## src/rtl/div_sequencer.sv

```systemverilog
// ============================================================================
//  Module   : div_sequencer
//  Purpose  : Multi-cycle radix-2 restoring divider with its own sequencing
//             FSM for DIV/DIVU/REM/REMU in the EX stage. Divide-by-zero and
//             signed overflow produce their result in one cycle.
//  Revision : 1.0  initial release
// ============================================================================
`default_nettype none

module div_sequencer #(
  parameter int WIDTH = 32,
  parameter int CNT_W = 6
) (
  input  logic             clk,
  input  logic             rst,
  input  logic             start,
  input  logic [1:0]       op,
  input  logic [WIDTH-1:0] rs1,
  input  logic [WIDTH-1:0] rs2,
  input  logic             kill,
  output logic             stall,
  output logic             busy,
  output logic             valid,
  output logic [WIDTH-1:0] result
);

  typedef enum logic [1:0] {
    S_IDLE = 2'd0,
    S_CALC = 2'd1,
    S_FIX  = 2'd2,
    S_DONE = 2'd3
  } state_t;

  localparam logic [CNT_W-1:0] c_LAST_ITER = CNT_W'(WIDTH - 1);
  localparam logic [WIDTH-1:0] c_INT_MIN   = {1'b1, {(WIDTH-1){1'b0}}};
  localparam logic [WIDTH-1:0] c_ALL_ONES  = {WIDTH{1'b1}};

  state_t           r_state;
  state_t           w_next;
  logic [CNT_W-1:0] r_cnt;
  logic [WIDTH-1:0] r_dvd;     // dividend shifts out the top, quotient bits enter the bottom
  logic [WIDTH-1:0] r_dsr;
  logic [WIDTH-1:0] r_rem;
  logic [1:0]       r_op;
  logic             r_qneg;
  logic             r_rneg;
  logic [WIDTH-1:0] r_result;
  logic             r_valid;

  logic             w_req;
  logic             w_signed;
  logic             w_div0;
  logic             w_ovf;
  logic             w_fast;
  logic [WIDTH-1:0] w_fast_val;
  logic [WIDTH-1:0] w_abs1;
  logic [WIDTH-1:0] w_abs2;
  logic [WIDTH:0]   w_rem_sh;
  logic             w_ge;
  logic [WIDTH-1:0] w_rem_nxt;
  logic [WIDTH-1:0] w_fix_val;
  logic             w_stall;

  // Request decode, fast-path detection, operand magnitudes and iteration step
  always_comb begin
    w_req      = start & ~kill;
    w_signed   = ~op[0];
    w_div0     = (rs2 == '0);
    w_ovf      = w_signed && (rs1 == c_INT_MIN) && (rs2 == c_ALL_ONES);
    w_fast     = w_div0 | w_ovf;
    // Overflow case: quotient is INT_MIN (== rs1), remainder is 0.
    // Divide-by-zero: quotient all ones, remainder is the dividend.
    if (w_div0) begin
      w_fast_val = op[1] ? rs1 : c_ALL_ONES;
    end else begin
      w_fast_val = op[1] ? '0 : rs1;
    end
    w_abs1     = (w_signed && rs1[WIDTH-1]) ? (~rs1 + 1'b1) : rs1;
    w_abs2     = (w_signed && rs2[WIDTH-1]) ? (~rs2 + 1'b1) : rs2;
    // Partial remainder is kept one bit wider for the compare so a
    // divisor magnitude with its MSB set compares correctly.
    w_rem_sh   = {r_rem, r_dvd[WIDTH-1]};
    w_ge       = (w_rem_sh >= {1'b0, r_dsr});
    w_rem_nxt  = w_ge ? (w_rem_sh[WIDTH-1:0] - r_dsr) : w_rem_sh[WIDTH-1:0];
    if (r_op[1]) begin
      w_fix_val = r_rneg ? (~r_rem + 1'b1) : r_rem;
    end else begin
      w_fix_val = r_qneg ? (~r_dvd + 1'b1) : r_dvd;
    end
  end

  // State register
  always_ff @(posedge clk) begin
    if (rst) begin
      r_state <= S_IDLE;
    end else begin
      r_state <= w_next;
    end
  end

  // Next-state and pipeline stall
  always_comb begin
    w_next  = r_state;
    w_stall = 1'b0;
    case (r_state)
      S_IDLE: begin
        if (w_req) begin
          w_stall = 1'b1;
          w_next  = w_fast ? S_DONE : S_CALC;
        end
      end
      S_CALC: begin
        w_stall = 1'b1;
        if (kill) begin
          w_next = S_IDLE;
        end else if (r_cnt == c_LAST_ITER) begin
          w_next = S_FIX;
        end
      end
      S_FIX: begin
        w_stall = 1'b1;
        w_next  = kill ? S_IDLE : S_DONE;
      end
      default: begin
        w_next = S_IDLE;
      end
    endcase
  end

  // Datapath: operand latch, shift/subtract iteration, sign fix-up, result
  always_ff @(posedge clk) begin
    if (rst) begin
      r_cnt    <= '0;
      r_dvd    <= '0;
      r_dsr    <= '0;
      r_rem    <= '0;
      r_op     <= '0;
      r_qneg   <= 1'b0;
      r_rneg   <= 1'b0;
      r_result <= '0;
      r_valid  <= 1'b0;
    end else begin
      r_valid <= 1'b0;
      case (r_state)
        S_IDLE: begin
          if (w_req) begin
            r_op <= op;
            if (w_fast) begin
              r_result <= w_fast_val;
              r_valid  <= 1'b1;
            end else begin
              r_dvd  <= w_abs1;
              r_dsr  <= w_abs2;
              r_qneg <= w_signed & (rs1[WIDTH-1] ^ rs2[WIDTH-1]);
              r_rneg <= w_signed & rs1[WIDTH-1];
              r_rem  <= '0;
              r_cnt  <= '0;
            end
          end
        end
        S_CALC: begin
          if (!kill) begin
            r_rem <= w_rem_nxt;
            r_dvd <= {r_dvd[WIDTH-2:0], w_ge};
            r_cnt <= r_cnt + 1'b1;
          end
        end
        S_FIX: begin
          if (!kill) begin
            r_result <= w_fix_val;
            r_valid  <= 1'b1;
          end
        end
        default: begin
        end
      endcase
    end
  end

  assign stall  = w_stall;
  assign busy   = (r_state != S_IDLE);
  assign valid  = r_valid;
  assign result = r_result;

endmodule

`default_nettype wire

```

## config.mk

```make
export PLATFORM = sky130hd
export DESIGN_NAME = div_sequencer
export DESIGN_NICKNAME = d
export VERILOG_FILES = /design/src/rtl/div_sequencer.sv
export SDC_FILE = /design/constraint.sdc
export NUM_CORES = 1
export LEC_CHECK = 0
export BUFFER_PORTS_ARGS = -buffer_cell sky130_fd_sc_hd__buf_2
export CAP_MARGIN = 20
export CORE_MARGIN = 8
export CORE_UTILIZATION = 45
export DETAILED_ROUTE_END_ITERATION = 16
export PLACE_DENSITY = 0.65
export SLEW_MARGIN = 30
export SYNTH_ARGS = -nofsm -noshare
export SYNTH_HDL_FRONTEND = slang
export SYNTH_SLANG_ARGS = --single-unit
```

## constraint.sdc

```tcl
create_clock -name clk -period 4.7 [get_ports clk]
set_input_delay 0.94 -clock clk [delete_from_list [all_inputs] [get_ports clk]]
set_output_delay 0.94 -clock clk [all_outputs]
set_load 0.02 [all_outputs]
```

==> results of run 1 <==
-- kinds of logic after synthesis --
group | after synthesis | synth area share
AOI/OAI and AO/OA | 471 | 0.288
and+or+nand+nor | 563 | 0.231
buffers and inverters | 176 | 0.0646
xor gates and xnor gates | 147 | 0.114
muxes | 8 | 0.00719
DFF | 140 | 0.248
adders and majority gates | 43 | 0.0482
-- worst max-delay path: cells and delay by family --
kind | cells | cell delay (ns)
AND/OR/NAND/NOR | 5 | 1.41
AO/OA/AOI/OAI | 3 | 0.89
buffers and inverters | 3 | 0.53
adder cells (fa/ha/maj) | 1 | 0.24
-- power breakdown --
| group | total, W | switching (W) | leakage (nW) | internal, W |
|---|---|---|---|---|
| Combinational | 0.00110 | 0.000692 | 3.46 | 0.000410 |
| Sequential | 0.00133 | 0.0000804 | 1.14 | 0.00125 |
| Clock | 0.00140 | 0.000588 | 0.278 | 0.000811 |
| Total | 0.00384 | 0.00136 | 4.88 | 0.00247 |
-- flip-flops by register name, indices dropped and copies added (netlist names) --
signal   cells
valid        1
r_qneg       1
r_cnt        6
r_dvd       32
r_rem       32
r_state      2
r_dsr       32
result      32
r_rneg       1
r_op         1
-- layer usage --
layer,wire (um),share of wire
met1,17000,0.46
met2,16000,0.44
met3,2630,0.072
met4,903,0.025
met5,0,0
-- Yosys cell counts (13+ instances only) --
library cell	count	area [um^2]
xnor2_1	79	692
dfxtp_1	140	2800
inv_1	58	218
o211ai_1	26	195
a21o_1	17	128
nand2b_1	13	81.3
nand4_1	23	144
o31ai_1	40	300
a211oi_1	78	586
nor2_1	194	728
a21oi_1	109	546
clkbuf_1	90	338
nand3_1	19	95.1
nor4_1	18	113
o41ai_1	16	140
o21ai_0	67	335
or4_1	13	97.6
nor3_1	54	270
nand2_1	168	631
or3_1	15	93.8
ha_1	42	526
xor2_1	68	596
a222oi_1	21	210
buf_2	17	85.1
-- metrics by stage --
stage          hold WS [ns]  power, W   util  setup WS (ns)
2_1_floorplan         0.451   0.00214      -           1.08
3_3_place_gp          0.463   0.00243  0.480          0.667
3_5_place_dp          0.450   0.00244  0.481          0.629
4_1_cts               0.467   0.00383  0.504           1.06
5_1_grt               0.500   0.00402  0.504          0.788
6_report              0.475   0.00384  0.504          0.976
-- area by class of cell --
cell class	count	area, um^2
fillers	2537	12400
inverters	58	218
clock inverters	12	139
clock buffers	19	453
well taps	330	413
flip-flops and latches	140	2800
multi-input cells	1232	7820
repair buffers	130	743
-- how the worst min path moves through the flow --
stage	startpoint	end	slack, ns	depth (start not counted)
3_5_place_dp	result[25]	result[25]	0.45	2
3_3_place_gp	result[25]	result[25]	0.46	2
6_report	result[25]	result[25]	0.48	2
2_1_floorplan	r_dsr[31]	r_dsr[31]	0.45	2
5_1_grt	result[25]	result[25]	0.50	2
4_1_cts	result[25]	result[25]	0.47	2
==> summary.txt, run 1 <==
Place
  – Cell Area, Placed: 12000 um^2
  – Detailed placement HPWL: 27300 um
  – Buffers on Ports: 104
  – Placed cell count: 1890
  – Routability congestion estimate: 0.939

Worst setup path
  – CP peak stage delay: 0.64 ns
  – Reg2Reg Depth: 9
  – Req. time, crit path: 5.04 ns
  – Worst reg2reg setup slack: 1.08 ns
  – Arrival @ worst endpoint: 4.07 ns
  – CP max FO: 36
  – CP Capture Point: result[3]
  – Critical path class: in -> reg
  – Crit-path slowest cell: or4_1
  – Worst reg2reg path startpoint: r_rem[7]
  – Worst Setup End Kind: register
  – Worst setup SP type: input port
  – CP Cell Sequence: buf_2, inv_1, ha_1, nor3b_1, nand2_1, or4_1, o21ai_4, nand3_2, a21oi_4, buf_12, nor2_1, a211oi_1
  – RR Endpoint: r_rem[19]
  – Worst setup path start: rs1[0]

Drt
  – Wire per inst: 19.0 um
  – Final wirelength: 36500 um
  – DRT antenna net count: 0
  – Residual DRC: 0
  – Total vias in the final route: 11600
  – Post-DR vias/cell: 6.06
  – Initial DRT Pass Iterations: 10
  – 1st-iter DRT viols: 1145

Cells and area
  – Non-Filler Instances: 1921
  – Design area: 12600 um^2
  – Nets: 1692
  – Most frequent cells in the layout: nor2_1, nand2_1, dfxtp_1
  – Area Overhead vs Synth: 11.2%
  – Most common cell after layout, fill and taps aside: nor2_1
  – # diodes: 0
  – Share of post-route cells with drive strength above 1: 0.122

Global route
  – GR Util met2: 0.363
  – Initial antenna violation count: 0
  – Gr ovfl total: 0
  – Most Crowded Layer GR: met2
  – Grt met1 use: 0.327
  – GR Util met3: 0.0343
  – Gr usage total: 0.234
  – Vias in the first global route: 10700
  – Largest net degree at the start of global routing: 63
  – First-pass GRT wire length: 58500 um

Timing
  – Relative slew slack: 0.458
  – RSZ-0062 raised after global routing: false
  – Final Setup Violations: 0
  – Minimum clock period: 3.72 ns
  – Fin crit share: 0.792
  – Endpoints failing hold: 0
  – Measured slew at the worst slew-check pin: 0.813 ns
  – Fmax: 269 MHz
  – Fin Setup TNS: 0 ns
  – Pins over their slew limit: 0
  – Skew final: 0.0121 ns

Floorplanning
  – Num rows: 58
  – Die ar.: 30500 um^2
  – Chip height: 175 um
  – I/O Pins: 105
  – Initial Utilization: 0.453
  – Core Area: 25000 um^2
  – Die width: 175 um

Synthesis
  – Cells after Synth: 1548
  – Synth Warn #: 0
  – Seq/Total Area, Yosys: 0.248
  – Syn Nets: 1661
  – Post-synthesis cell type count: 74
  – Syn Std Cell Area: 11300 um^2
  – Synth Flop Type: dfxtp_1
  – Syn Area/Cell: 7.31 um^2
  – Yosys reg bits: 140
  – EDFF count, synth: 0
  – Asr flop ratio synth: 0

Clocking
  – CTS tree: yes
  – H-tree depth: 4
  – CTS buffer count: 17
  – Root buffer cell: clkbuf_16
  – Cts repair resizes: 0
  – Hold_buf cts: 0
  – Clk slew on worst S/H paths: 0.07 ns
  – CTS Buffer Depth: 2
  – Postcts setup bufs: 0
  – CTS sink count: 140
  – Worst skew pair latency: 0.44 ns

Power and ir drop
  – Leak pwr: 4.88 nW
  – Peak supply drop: 0.000176 V
  – Power per Cell Area: 305 nW/um^2

Status
  – Outcome: finished, final reports clean

Flow run
  – Maxcap violations: 0

Worst hold path
  – Hold Crit Class: reg -> reg
Note: power is estimated with default switching activity, not from simulation.
==> run 2: changes to the inputs <==
--- a/config.mk
+++ b/config.mk
@@ -10,7 +10,7 @@
 export CORE_MARGIN = 8
 export CORE_UTILIZATION = 45
 export DETAILED_ROUTE_END_ITERATION = 16
-export PLACE_DENSITY = 0.65
+export PLACE_DENSITY = 0.68
 export SLEW_MARGIN = 30
 export SYNTH_ARGS = -nofsm -noshare
 export SYNTH_HDL_FRONTEND = slang
==> constraint.sdc (replaced) <==
create_clock -name clk -period 3.39 [get_ports clk]
set_input_delay 0.678 -clock clk [delete_from_list [all_inputs] [get_ports clk]]
set_output_delay 0.678 -clock clk [all_outputs]
set_load 0.02 [all_outputs]
==> run 2 against run 1 <==
  * Via count grew 3.8%
  * Hold slack got worse by 0.012 ns
  * Sequential cell count did not move
  * Critical path type is now reg -> reg
==> summary.txt, run 2 (same netlist as run 1, synthesis figures left out) <==
Status
  – Outcome: finished, final reports clean (unchanged)

Clocking
  – Postcts setup bufs: 0 (unchanged)
  – Worst skew pair latency: 0.43 ns (was 0.44 ns)
  – CTS sink count: 140 (unchanged)
  – Hold_buf cts: 0 (unchanged)
  – Clk slew on worst S/H paths: 0.06 ns (was 0.07 ns)
  – CTS buffer count: 17 (unchanged)
  – CTS Buffer Depth: 2 (unchanged)
  – CTS tree: yes (unchanged)
  – Root buffer cell: clkbuf_16 (unchanged)
  – H-tree depth: 4 (unchanged)

Worst setup path
  – Worst reg2reg path startpoint: r_rem[6] (was r_rem[7])
  – CP max FO: 8 (was 36)
  – Buf+Inv Stages, Crit Path: 0 (was 3)
  – Req. time, crit path: 3.67 ns (was 5.04 ns)
  – CP top delay family: simple AND/OR/NAND/NOR gates (unchanged)
  – Cell mode on critical path: or4_1
  – CP peak stage delay: 0.64 ns (about the same)
  – Worst setup SP type: register (was input port)
  – Stages on the worst setup path: 6 (was 12)
  – Arrival @ worst endpoint: 3.47 ns (was 4.07 ns)
  – Reg2Reg Depth: 6 (was 9)
  – Critical path class: reg -> reg (was in -> reg)
  – Worst Setup End Kind: register (unchanged)
  – CP Cell Sequence: or4_1, or3_1, or4_1, mux2i_1, a2111oi_0, a211oi_1 (was buf_2, inv_1, ha_1, nor3b_1, nand2_1, or4_1, o21ai_4, nand3_2, a21oi_4, buf_12, nor2_1, a211oi_1)
  – Worst setup path start: r_rem[6] (was rs1[0])
  – Crit-path slowest cell: or4_1 (unchanged)

Global route
  – Gr usage total: 0.237 (was 0.234)
  – First-pass GRT wire length: 59600 um (was 58500 um)
  – Vias in the first global route: 11200 (was 10700)
  – Initial antenna violation count: 1 (was 0)
  – Gr ovfl total: 0 (unchanged)
  – Largest net degree at the start of global routing: 63 (unchanged)

Cells and area
  – Most frequent cells in the layout: nor2_1, nand2_1, dfxtp_1 (unchanged)
  – Non-Filler Instances: 2012 (was 1921)
  – Share of post-route cells with drive strength above 1: 0.168 (was 0.122)
  – Most common cell after layout, fill and taps aside: nor2_1 (unchanged)
  – # diodes: 0 (unchanged)
  – Area Overhead vs Synth: 17.9% (was 11.2%)
  – Final core utilization: 0.535 (was 0.504)
  – Nets: 1782 (was 1692)
  – Design area: 13300 um^2 (was 12600 um^2)

Floorplanning
  – Die width: 175 um (unchanged)
  – Die ar.: 30500 um^2 (unchanged)
  – Core Area: 25000 um^2 (unchanged)
  – Initial Utilization: 0.453 (unchanged)
  – I/O Pins: 105 (unchanged)
  – Num rows: 58 (unchanged)
  – Chip height: 175 um (unchanged)

Place
  – Buffers on Ports: 104 (unchanged)
  – Routability congestion estimate: 0.926 (was 0.939)
  – Detailed placement HPWL: 28500 um (was 27300 um)
  – Placed cell count: 1980 (was 1890)
  – Cell Area, Placed: 12700 um^2 (was 12000 um^2)

Flow run
  – Maxcap violations: 0 (unchanged)

Timing
  – Pins over their slew limit: 0 (unchanged)
  – Fin crit share: 0.940
  – Final Setup Violations: 0 (unchanged)
  – Minimum clock period: 3.19 ns
  – RSZ-0062 raised after global routing: false (unchanged)
  – Measured slew at the worst slew-check pin: 0.755 ns (was 0.813 ns)
  – Fmax: 314 MHz
  – Endpoints failing hold: 0 (unchanged)
  – Relative slew slack: 0.483 (was 0.458)
  – Hold_ws: 0.463 ns (was 0.475 ns)
  – Skew final: 0.0116 ns (was 0.0121 ns)

Power and ir drop
  – Total power: 0.00542 W (was 0.00384 W)
  – Peak supply drop: 0.000265 V (was 0.000176 V)
  – Leak pwr: 5.36 nW (was 4.88 nW)
  – Power per Cell Area: 406 nW/um^2 (was 305 nW/um^2)

Drt
  – Final wirelength: 37200 um (was 36500 um)
  – DRT antenna net count: 0 (unchanged)
  – Total vias in the final route: 12100 (was 11600)
  – 1st-iter DRT viols: 1237 (was 1145)
  – Post-DR vias/cell: 6.00 (was 6.06)
  – Initial DRT Pass Iterations: 6 (was 10)
  – Residual DRC: 0 (unchanged)
  – Wire per inst: 18.5 um (was 19.0 um)

Worst hold path
  – Hold Path Stages: 2 (unchanged)
  – Worst hold start: result[23] (was result[25])
  – Hold Crit Class: reg -> reg (unchanged)
-- run 2: final timing paths --
| kind | slack [ns] | endpoint |
|---|---|---|
| min reg2reg | 0.46 | result[23] |
| max reg2reg | 0.20 | result[31] |
| max | 0.20 | result[31] |
| min | 0.46 | result[23] |
-- run 2: area by class of cell --
type | count | area (um^2)
Fill cell | 2427 | 11600
Multi-Input combinational cell | 1232 | 7830
Sequential cell | 140 | 2800
Timing Repair Buffer | 220 | 1490
Clock buffer | 21 | 450
Tap cell | 330 | 413
Inverter | 58 | 218
Clock inverter | 11 | 135
-- run 2: tightest hold or removal path, stage by stage (launching register included) --
cell and delay, ns:
dfxtp_1 0.31, nand2_1 0.05, a21oi_1 0.06
-- run 2: stage by stage --
stage / setup slack, ns / setup TNS, ns
floorplan: 0.0331 / 0
global placement: -0.110 / -1.92
detailed placement: -0.119 / -3.86
CTS: 0.216 / 0
global route: 0.0388 / 0
finish: 0.204 / 0
-- run 2: timing repair --
action                     in CTS  in global routing
hold endpoints to repair        0                  0
resized for setup               0                  2
setup endpoints to repair       0                 25
-- run 2: report_power, final --
group / total (W) / switching (W) / internal, W
logic: 0.00165 / 0.000995 / 0.000656
clock network: 0.00192 / 0.000809 / 0.00112
registers: 0.00185 / 0.000108 / 0.00174
-- run 2: metal layers --
metal / share of wire / track usage
met5: 0.00035 / 0
met4: 0.027 / 0.0805
met3: 0.078 / 0.0410
met2: 0.44 / 0.367
met1: 0.45 / 0.326
==> run 3: changes to the inputs <==
--- a/config.mk
+++ b/config.mk
@@ -9,6 +9,7 @@
 export CAP_MARGIN = 20
 export CORE_MARGIN = 8
 export CORE_UTILIZATION = 45
+export CTS_BUF_LIST = sky130_fd_sc_hd__clkbuf_4 sky130_fd_sc_hd__clkbuf_8
 export DETAILED_ROUTE_END_ITERATION = 16
 export PLACE_DENSITY = 0.68
 export SLEW_MARGIN = 30
==> run 3 against run 2 <==
  * Via count grew 0.27%
  * Critical path depth up 1
  * Clock-buffer cell count did not move
  * First-iteration DRC count grew 3.6%
  * Power down 8.9%
  * Cell count is the same
  * Sequential cell count stayed put
  * Cell area down 1.3%
  * Largest power group is now sequential cells
  * Critical path type unchanged
  * Global-route usage down 0.14 points
  * Largest cell class unchanged
==> summary.txt, run 3 (same netlist as run 1, synthesis figures left out) <==
Floorplanning
  – Chip height: 175 um (unchanged)
  – I/O Pins: 105 (unchanged)
  – Die width: 175 um (unchanged)
  – Num rows: 58 (unchanged)
  – Core Area: 25000 um^2 (unchanged)
  – Initial Utilization: 0.453 (unchanged)
  – Die ar.: 30500 um^2 (unchanged)

Place
  – Placed cell count: 1980 (unchanged)
  – Buffers on Ports: 104 (unchanged)
  – Detailed placement HPWL: 28500 um (unchanged)
  – Routability congestion estimate: 0.926 (unchanged)

Worst setup path
  – Arrival @ worst endpoint: 3.52 ns (was 3.47 ns)
  – Worst reg2reg path startpoint: r_rem[6] (unchanged)
  – CP max FO: 8 (unchanged)
  – Critical path class: reg -> reg (unchanged)
  – Worst Setup End Kind: register (unchanged)
  – CP top delay family: simple AND/OR/NAND/NOR gates (unchanged)
  – CP peak stage delay: 0.63 ns (was 0.64 ns)
  – Crit-path slowest cell: or4_1 (unchanged)
  – Cell mode on critical path: or4_1 (unchanged)
  – Worst setup SP type: register (unchanged)
  – Buf+Inv Stages, Crit Path: 0 (unchanged)
  – Worst setup path start: r_rem[6] (unchanged)
  – Req. time, crit path: 3.71 ns (was 3.67 ns)
  – CP Cell Sequence: or4_1, or3_1, or4_1, o21ai_0, xnor2_1, a221oi_1, a211oi_1 (was or4_1, or3_1, or4_1, mux2i_1, a2111oi_0, a211oi_1)

Global route
  – GR Util met2: 0.363 (was 0.367)
  – Initial antenna violation count: 1 (unchanged)
  – Gr usage total: 0.235 (was 0.237)
  – Most Crowded Layer GR: met2 (unchanged)
  – GR Util met3: 0.0408 (was 0.0410)
  – First-pass GRT wire length: 59200 um (was 59600 um)
  – Grt met1 use: 0.326 (unchanged)
  – Vias in the first global route: 11100 (was 11200)
  – Largest net degree at the start of global routing: 63 (unchanged)
  – Gr ovfl total: 0 (unchanged)

Power and ir drop
  – Peak supply drop: 0.000234 V (was 0.000265 V)
  – Power per Cell Area: 375 nW/um^2 (was 406 nW/um^2)
  – Leak pwr: 5.28 nW (was 5.36 nW)
  – Total power: 0.00494 W (was 0.00542 W)

Timing
  – Pins over their slew limit: 0 (unchanged)
  – Fin crit share: 0.944 (was 0.940)
  – Fmax: 313 MHz (was 314 MHz)
  – Final Setup Violations: 0 (unchanged)
  – Skew final: 0.0183 ns (was 0.0116 ns)
  – Measured slew at the worst slew-check pin: 0.767 ns (was 0.755 ns)
  – RSZ-0062 raised after global routing: false (unchanged)
  – Endpoints failing hold: 0 (unchanged)
  – Minimum clock period: 3.20 ns (was 3.19 ns)
  – Relative slew slack: 0.488 (was 0.483)

Drt
  – Initial DRT Pass Iterations: 8 (was 6)
  – Final wirelength: 37100 um (was 37200 um)
  – 1st-iter DRT viols: 1282 (was 1237)
  – Wire per inst: 18.4 um (was 18.5 um)
  – DRT antenna net count: 0 (unchanged)
  – Total vias in the final route: 12100 (about the same)
  – Post-DR vias/cell: 6.02 (was 6.00)
  – Residual DRC: 0 (unchanged)

Clocking
  – CTS Buffer Depth: 2 (unchanged)
  – Worst skew pair latency: 0.46 ns (was 0.43 ns)
  – Clk slew on worst S/H paths: 0.09 ns (was 0.06 ns)
  – CTS buffer count: 17 (unchanged)
  – Postcts setup bufs: 0 (unchanged)
  – CTS tree: yes (unchanged)
  – Root buffer cell: clkbuf_8 (was clkbuf_16)
  – H-tree depth: 4 (unchanged)
  – CTS sink count: 140 (unchanged)

Cells and area
  – Nets: 1782 (unchanged)
  – Most frequent cells in the layout: nor2_1, nand2_1, dfxtp_1 (unchanged)
  – Most common cell after layout, fill and taps aside: nor2_1 (unchanged)
  – Area Overhead vs Synth: 16.3% (was 17.9%)
  – Non-Filler Instances: 2012 (unchanged)
  – # diodes: 0 (unchanged)
  – # fillers: 2459 (was 2427)
  – Share of post-route cells with drive strength above 1: 0.170 (was 0.168)

Status
  – Outcome: finished, final reports clean (unchanged)

Worst hold path
  – Hold Crit Class: reg -> reg (unchanged)
  – Worst hold start: result[23] (unchanged)

Flow run
  – Maxcap violations: 0 (unchanged)
-- run 3: cell counts in the layout (fill, tap and decap cells not counted) --
No cell type changed its count.
-- run 3: what timing repair did --
action	CTS	global route
hold buffers	0	0
setup endpoints to repair	0	25
gates resized for setup	0	2
hold endpoints to repair	0	0
-- run 3: worst min-delay path, stage by stage (launching register included) --
cell and delay (ns):
dfxtp_1 0.32, nand2_1 0.05, a21oi_1 0.06
-- run 3: layout make-up --
type,instances,area [um^2],area share
tap,330,413,0.0314
clock inverter,11,135,0.0103
multi-input combinational,1232,7830,0.595
timing repair buffer,220,1490,0.113
clock buffer,21,270,0.0205
sequential,140,2800,0.213
inverter,58,218,0.0165
-- run 3: power by group --
| part | total [W] | switching [W] | internal, W |
|---|---|---|---|
| combinational | 0.00165 | 0.000992 | 0.000656 |
| sequential | 0.00184 | 0.000107 | 0.00174 |
| clock | 0.00145 | 0.000740 | 0.000709 |
| total | 0.00494 | 0.00184 | 0.00310 |
-- run 3: per-layer routing --
| metal | share of wire | wire length (um) |
|---|---|---|
| met5 | 0.00035 | 13 |
| met4 | 0.026 | 953 |
| met3 | 0.075 | 2780 |
| met2 | 0.44 | 16400 |
| met1 | 0.46 | 16900 |
-- run 3: path summary, 6_finish.rpt --
check	endpoint	slack, ns	cells past startpoint
hold / removal	result[23]	0.46	2
setup / recovery	result[27]	0.19	7
setup reg to reg	result[27]	0.19	7
hold reg to reg	result[23]	0.46	2
-- run 3: through the flow --
| stage | hold slack [ns] | setup TNS, ns | cell area (um^2) | utilization | setup WS (ns) |
|---|---|---|---|---|---|
| finish | 0.465 | 0 | 13200 | 0.527 | 0.191 |
| floorplan | 0.451 | 0 | 11300 | - | 0.0331 |
| global route | 0.499 | 0 | 13200 | 0.527 | 0.0383 |
| global placement | 0.443 | -1.92 | 12700 | 0.511 | -0.110 |
| CTS | 0.465 | 0 | 13200 | 0.527 | 0.217 |
| detailed placement | 0.451 | -3.86 | 12700 | 0.511 | -0.119 |
